===== src/rtl/nmr_stream_fork.sv =====
// Buffered fork of one valid/ready stream to NUM_OUT lockstep destinations.
// Ready from the destinations is voted; disagreement is flagged and counted.
module nmr_stream_fork #(
   parameter int DATA_WIDTH = 32,
   parameter int NUM_OUT    = 3,
   parameter int DEPTH      = 2,
   parameter int VOTE_MODE  = 1,
   parameter int CNT_WIDTH  = 8,
   localparam int PTR_W     = (DEPTH > 1) ? $clog2(DEPTH) : 1,
   localparam int USE_W     = $clog2(DEPTH + 1)
) (
   input  logic                          clk_i,
   input  logic                          rst_ni,
   input  logic                          repeat_i,
   input  logic                          cnt_clr_i,
   input  logic                          valid_i,
   output logic                          ready_o,
   input  logic [DATA_WIDTH-1:0]         data_i,
   output logic [NUM_OUT-1:0]            valid_o,
   input  logic [NUM_OUT-1:0]            ready_i,
   output logic [NUM_OUT*DATA_WIDTH-1:0] data_o,
   output logic                          error_o,
   output logic [NUM_OUT-1:0]            err_mask_o,
   output logic [CNT_WIDTH-1:0]          err_cnt_o,
   output logic [USE_W-1:0]              usage_o
);

   // Handshake: an element moves on a cycle where valid and ready are both high
   // at the rising edge; valid never depends combinationally on ready.
   localparam int ONES_W = $clog2(NUM_OUT + 1);
   localparam logic [USE_W-1:0]  DEPTH_U = USE_W'(DEPTH);
   localparam logic [PTR_W-1:0]  LAST_P  = PTR_W'(DEPTH - 1);
   localparam logic [ONES_W-1:0] HALF    = ONES_W'(NUM_OUT / 2);

   logic [DATA_WIDTH-1:0] mem_q [DEPTH];
   logic [PTR_W-1:0]      rd_ptr_q, rd_ptr_d, wr_ptr_q, wr_ptr_d;
   logic [USE_W-1:0]      usage_q, usage_d;
   logic [CNT_WIDTH-1:0]  err_cnt_q, err_cnt_d;
   logic [ONES_W-1:0]     ones;
   logic                  head_valid, vote, push, pop;
   logic [DATA_WIDTH-1:0] head;

   function automatic logic [PTR_W-1:0] ptr_inc(input logic [PTR_W-1:0] p);
      return (p == LAST_P) ? '0 : p + 1'b1;
   endfunction

   always_comb begin
      ones = '0;
      for (int i = 0; i < NUM_OUT; i++) ones = ones + ONES_W'(ready_i[i]);
   end

   assign head_valid = (usage_q != '0);
   assign vote       = (VOTE_MODE == 0) ? (&ready_i) : (ones > HALF);
   assign ready_o    = (usage_q < DEPTH_U);
   assign push       = valid_i & ready_o;
   assign pop        = head_valid & vote & ~repeat_i;
   assign head       = head_valid ? mem_q[rd_ptr_q] : '0;

   assign valid_o    = {NUM_OUT{head_valid}};
   assign data_o     = {NUM_OUT{head}};
   assign err_mask_o = {NUM_OUT{head_valid}} & (ready_i ^ {NUM_OUT{vote}});
   assign error_o    = |err_mask_o;
   assign err_cnt_o  = err_cnt_q;
   assign usage_o    = usage_q;

   always_comb begin
      rd_ptr_d  = pop  ? ptr_inc(rd_ptr_q) : rd_ptr_q;
      wr_ptr_d  = push ? ptr_inc(wr_ptr_q) : wr_ptr_q;
      usage_d   = usage_q;
      err_cnt_d = err_cnt_q;
      case ({push, pop})
         2'b10:   usage_d = usage_q + 1'b1;
         2'b01:   usage_d = usage_q - 1'b1;
         default: usage_d = usage_q;
      endcase
      // Clear wins over a coincident error; the count sticks at all-ones.
      if (cnt_clr_i)                 err_cnt_d = '0;
      else if (error_o && !(&err_cnt_q)) err_cnt_d = err_cnt_q + 1'b1;
   end

   always_ff @(posedge clk_i) begin
      if (!rst_ni) begin
         rd_ptr_q  <= '0;
         wr_ptr_q  <= '0;
         usage_q   <= '0;
         err_cnt_q <= '0;
      end else begin
         rd_ptr_q  <= rd_ptr_d;
         wr_ptr_q  <= wr_ptr_d;
         usage_q   <= usage_d;
         err_cnt_q <= err_cnt_d;
      end
   end

   always_ff @(posedge clk_i) begin
      if (push) mem_q[wr_ptr_q] <= data_i;
   end

endmodule


===== config.mk =====
export PLATFORM = sky130hd
export DESIGN_NAME = nmr_stream_fork
export DESIGN_NICKNAME = d
export VERILOG_FILES = /design/src/rtl/nmr_stream_fork.sv
export SDC_FILE = /design/constraint.sdc
export NUM_CORES = 1
export LEC_CHECK = 0
export ABC_AREA = 1
export ABC_CLOCK_PERIOD_IN_PS = 3400
export CAP_MARGIN = 20
export CORE_MARGIN = 3
export CORE_UTILIZATION = 44
export CTS_BUF_LIST = sky130_fd_sc_hd__clkbuf_4
export DETAILED_ROUTE_END_ITERATION = 8
export PLACE_DENSITY = 0.83
export SYNTH_ARGS = -nofsm -noshare
export SYNTH_HDL_FRONTEND = slang
export SYNTH_SLANG_ARGS = --single-unit

===== constraint.sdc =====
create_clock -name clk_i -period 3.4 [get_ports clk_i]
set_input_delay 0.68 -clock clk_i [delete_from_list [all_inputs] [get_ports clk_i]]
set_output_delay 0.68 -clock clk_i [all_outputs]
set_load 0.005 [all_outputs]

After elaboration in Yosys (flattened, before gate mapping)
Memories as Yosys holds them, arrays and structs flattened. A register that Yosys moved wholly into a read port is not among the register bits.
Index checks and enable logic that the tools add are counted.
- memories kept: 1
- flip-flop bits (word level): 12
- RAM bits: 64
- input port bits: 40
- output and inout bits: 114
- memory list (name ; depth ; bits a word ; rd ports ; clocked after Yosys merged registers in ; write ports ; RTL line ; text):
    mem_q ; 2 ; 32 ; 1 ; 1 ; 1 ; 35 ; logic [DATA_WIDTH-1:0] mem_q [DEPTH];
- magnitude comparators: 2
- reductions and logical operators: 7
- $add $sub $neg: 7
- eq/ne operators: 2
- mux-type cells: 8
- bitwise logic cells: 7
- operators by type and width (cell ; number):
    32-bit 2-to-1 mux ; 1
    8-bit by 1-bit adder with 8-bit output, second input constant ; 1
    8-bit AND reduction ; 1
    1-bit 2-to-1 mux ; 6
    2-bit case mux with 2 select lines ; 1
    2-bit nonzero test ; 2
    1-bit AND ; 3
    3-bit AND ; 1
    3-bit OR reduction ; 1
    3-bit XOR ; 1
    1-bit adder, second input constant ; 2
    1-bit by 1-bit adder with 2-bit output ; 1
    2-bit by 1-bit adder with 2-bit output ; 1
    2-bit by 1-bit adder with 2-bit output, second input constant ; 1
    2-bit by 1-bit equality test with 1-bit output, second input constant ; 1
    2-bit equality test, second input constant ; 1
    2-bit by 1-bit greater-than comparator with 1-bit output, second input constant ; 1
    2-bit less-than comparator, second input constant ; 1
    1-bit NOT ; 2
    2-bit OR reduction ; 1
    2-bit by 1-bit subtractor with 2-bit output, second input constant ; 1
    1-bit logical AND ; 1
    1-bit zero test ; 1

Longest topological paths before layout
- depth in word-level cells: 7
- mapped depth: 10

Least setup slack after synthesis
No wires, ideal clock.
- path type: input port to flip-flop
- start point: input port valid_i
- end point: memory mem_q[1][0], enable pin
- arrival time: 2.151 ns
- data required time: 2.977 ns
- setup time: 0.423 ns
- cell stages on the path: 2
- path buffers: 0
- slack: 0.827 ns
- cell sequence: nand2_1 nor2_1
- longest elaborated chain between the ends: 3
- ends and longest elaborated chain (element ; RTL line ; text):
    from (decl) ; 16 ; input logic valid_i,
    1-bit AND ; 55 ; assign push = valid_i & ready_o;
    1-bit 2-to-1 mux ; 96 ; if (push) mem_q[wr_ptr_q] <= data_i;
    1-bit 2-to-1 mux (implied by the code) ; 96 ;
    to (decl) ; 35 ;
No other way between the ends.

Worst setup path after layout
- start point: input port ready_i[0]
- end point: output port error_o
- longest elaborated chain between the ends: 6
- ends and longest elaborated chain (element ; RTL line ; text):
    from (decl) ; 20 ; input logic [NUM_OUT-1:0] ready_i,
    1-bit by 1-bit adder with 2-bit output ; 49 ; for (int i = 0; i < NUM_OUT; i++) ones = ones + ONES_W'(ready_i[i]);
    2-bit by 1-bit adder with 2-bit output ; 49 ;
    2-bit by 1-bit greater-than comparator with 1-bit output ; 53 ; assign vote = (VOTE_MODE == 0) ? (&ready_i) : (ones > HALF);
    3-bit XOR * ; 61 ; assign err_mask_o = {NUM_OUT{head_valid}} & (ready_i ^ {NUM_OUT{vote}});
    3-bit AND * ; 61 ;
    3-bit OR reduction * ; 62 ; assign error_o = |err_mask_o;
    to (decl) ; 22 ; output logic error_o,
Every way passes the cells marked *; elsewhere a longest branch is shown, timed or not.

==> reports/qor.txt <==
CP Data Required Time: 2.72 ns
min cycle time layout: 3.18 ns
post-CTS sizing: 0
Hold Slack: 0.456 ns
Synth-to-Final Area Change: 36.9%
Die Ht: 96.7 um
fin nets: 485
hold_buf cts: 0
Mapped Area: 3620 um^2
Startpoint Class: primary input
critical path arrival: 2.50 ns
Post-Route WL: 7890 um
critical path start-end classification: primary input to primary output
post-detail-place hpwl: 5830 um
Fmax: 0.315 GHz
synthesized area per cell: 10.3 um^2
RR Endpoint: usage_o[1]
# clock sinks: 77
IO Port Bufs: 153
First-pass DRT Iterations: 4
H-tree depth: 3
fill count: 648
Final Hold Vio Count: 0
CP max FO: 5
drt via density: 4.85
layout cells sized above 1: 6.94%
most frequent cells in the layout: 153 x clkdlybuf4s50_1, 88 x nand2_1, 64 x edfxtp_1
unique cell type count in the Yosys netlist: 24
Finish-stage setup viols: 0
Worst Setup End Kind: primary output
worst ir drop on vdd: 0.305 mV
via count: 2664
Total Routing Usage GR: 16.8%
most common cell after layout, fill and taps aside: clkdlybuf4s50_1
CTS tree: yes
synth warn: 0
RSZ-0062 raised after global routing: false
Yosys reg bits: 77
post-route ant nets: 0
Starting Density: 46.2%
Worst path slowest cell: clkdlybuf4s50_1
antenna cells: 0
first-pass GRT wire length: 12700 um
setup TNS: 0 ns
Syn Nets: 393
via count of the first global-routing pass: 2595
PwrDens: 595 nW/um^2
Worst-Margin Slew: 0.537 ns
DIE AREA: 9360 um^2
RR Startpoint: usage_o[0]
Core Region: 7850 um^2
First DRT Iteration DRCs: 69
flop2flop setup slack: 1.47 ns
status: complete, no violations
routed len/inst: 14.4 um
period utilization: 93.4%
root buf cell: clkbuf_4
Clock transition at path regs: 0.12 ns
Max-cap violations: 0
gpl congestion: 0.785
Slew HR: 64.1%
pre-CTS setup slack: 0.230 ns
total CTS buffers: 9
antenna violations before repair: 1
num ports: 154
Slew Limit Fails: 0
largest buffer count on any clock path: 2
Critical Path, Cell by Cell: clkdlybuf4s50_1, ha_1, nand2_1, nand2_1, nand2_1, nand3_2, nand3_4, clkdlybuf4s50_1
Syn Inst Count: 350
cell repeated most along the worst path: nand2_1
Die Wd: 96.7 um
Seq/Total Area, Yosys: 60.2%
GRT overflow: 0
Layout Skew: 0.0180 ns
final setup margin: 0.225 ns
HP Start: rd_ptr_q
Worst Hold Class: flop to flop
WHS Path Cells: 1
R2R cell count: 9
Post-CTS Setup Bufs: 0
DRC violations left: 0
row count: 32
clk_lat worst skew: 0.40 ns
CP max stage delay: 0.51 ns
largest net degree at the start of global routing: 33
Leakage: 1.81 nW
==> worst max-delay path by stage <==
stage	start	end	depth (start not counted)
after global placement	ready_i[0]	error_o	8
after floorplan	valid_i	mem_q[1][0]	2
after CTS	ready_i[0]	error_o	8
after global routing	ready_i[0]	error_o	8
after detailed placement	ready_i[0]	error_o	8
final	ready_i[0]	error_o	8
==> metal layers <==
metal / track usage (%) / vias to the layer above / routed length [um]
met5: 0 / - / 9
met4: 5.94 / 2 / 142
met3: 4.40 / 17 / 574
met2: 29.9 / 118 / 4160
met1: 19.4 / 1240 / 3010
li1: - / 1287 / -
==> power breakdown <==
| part | switching [W] | total [W] | internal (W) |
|---|---|---|---|
| logic | 0.000517 | 0.00124 | 0.000721 |
| clock network | 0.000305 | 0.000549 | 0.000244 |
| registers | 0.0000387 | 0.00116 | 0.00112 |
==> worst max-delay path, delay by kind of cell <==
kind | cells | cell delay (ns)
buffers and inverters | 2 | 0.97
and+or+nand+nor | 5 | 0.54
adders and majority gates | 1 | 0.31
==> per-stage QoR <==
step	std cells	cell area (um^2)	total power, W	util [%]
2_1_floorplan	350	3620	0.00188	-
3_3_place_gp	533	4810	0.00240	61.4
3_5_place_dp	533	4810	0.00244	61.4
4_1_cts	549	4960	0.00299	63.2
5_1_grt	549	4960	0.00311	63.2
6_report	549	4960	0.00295	63.2
==> registers in the layout, indices dropped and copies added (netlist names), named ones only <==
register	cells
wr_ptr_q	1
rd_ptr_q	1
mem_q	64
usage_o	2
err_cnt_o	8
==> cell families after synthesis <==
group / after synthesis / share of synthesized area, %
flops: 77 / 60.2
buf+inv: 93 / 16.8
xor+xnor: 2 / 0.484
simple gates: 125 / 14.5
fa+ha+maj: 3 / 1.04
compound gates: 50 / 6.91
==> synth_stat cells, drive strengths merged <==
cell	instances	area, um^2
dfxtp	13	260
nand3b	1	7.51
ha	3	37.5
nand2	89	337
edfxtp	64	1920
clkbuf	7	26.3
o21ai	4	20.0
inv	15	56.3
nor4	1	6.26
nor2	21	88.8
nor3	2	10.0
buf	71	526
xor2	2	17.5
nand3	11	77.6
a21oi	46	230
==> area by class of cell <==
| class | instances | area [um^2] | area share (%) |
|---|---|---|---|
| tap | 102 | 128 | 2.57 |
| clock buffer | 11 | 82.6 | 1.67 |
| inverter | 15 | 56.3 | 1.14 |
| timing repair buffer | 159 | 1600 | 32.3 |
| sequential | 77 | 2180 | 44.0 |
| multi-input combinational | 180 | 847 | 17.1 |
| clock inverter | 5 | 61.3 | 1.24 |
Note: power is estimated with default switching activity, not from simulation.
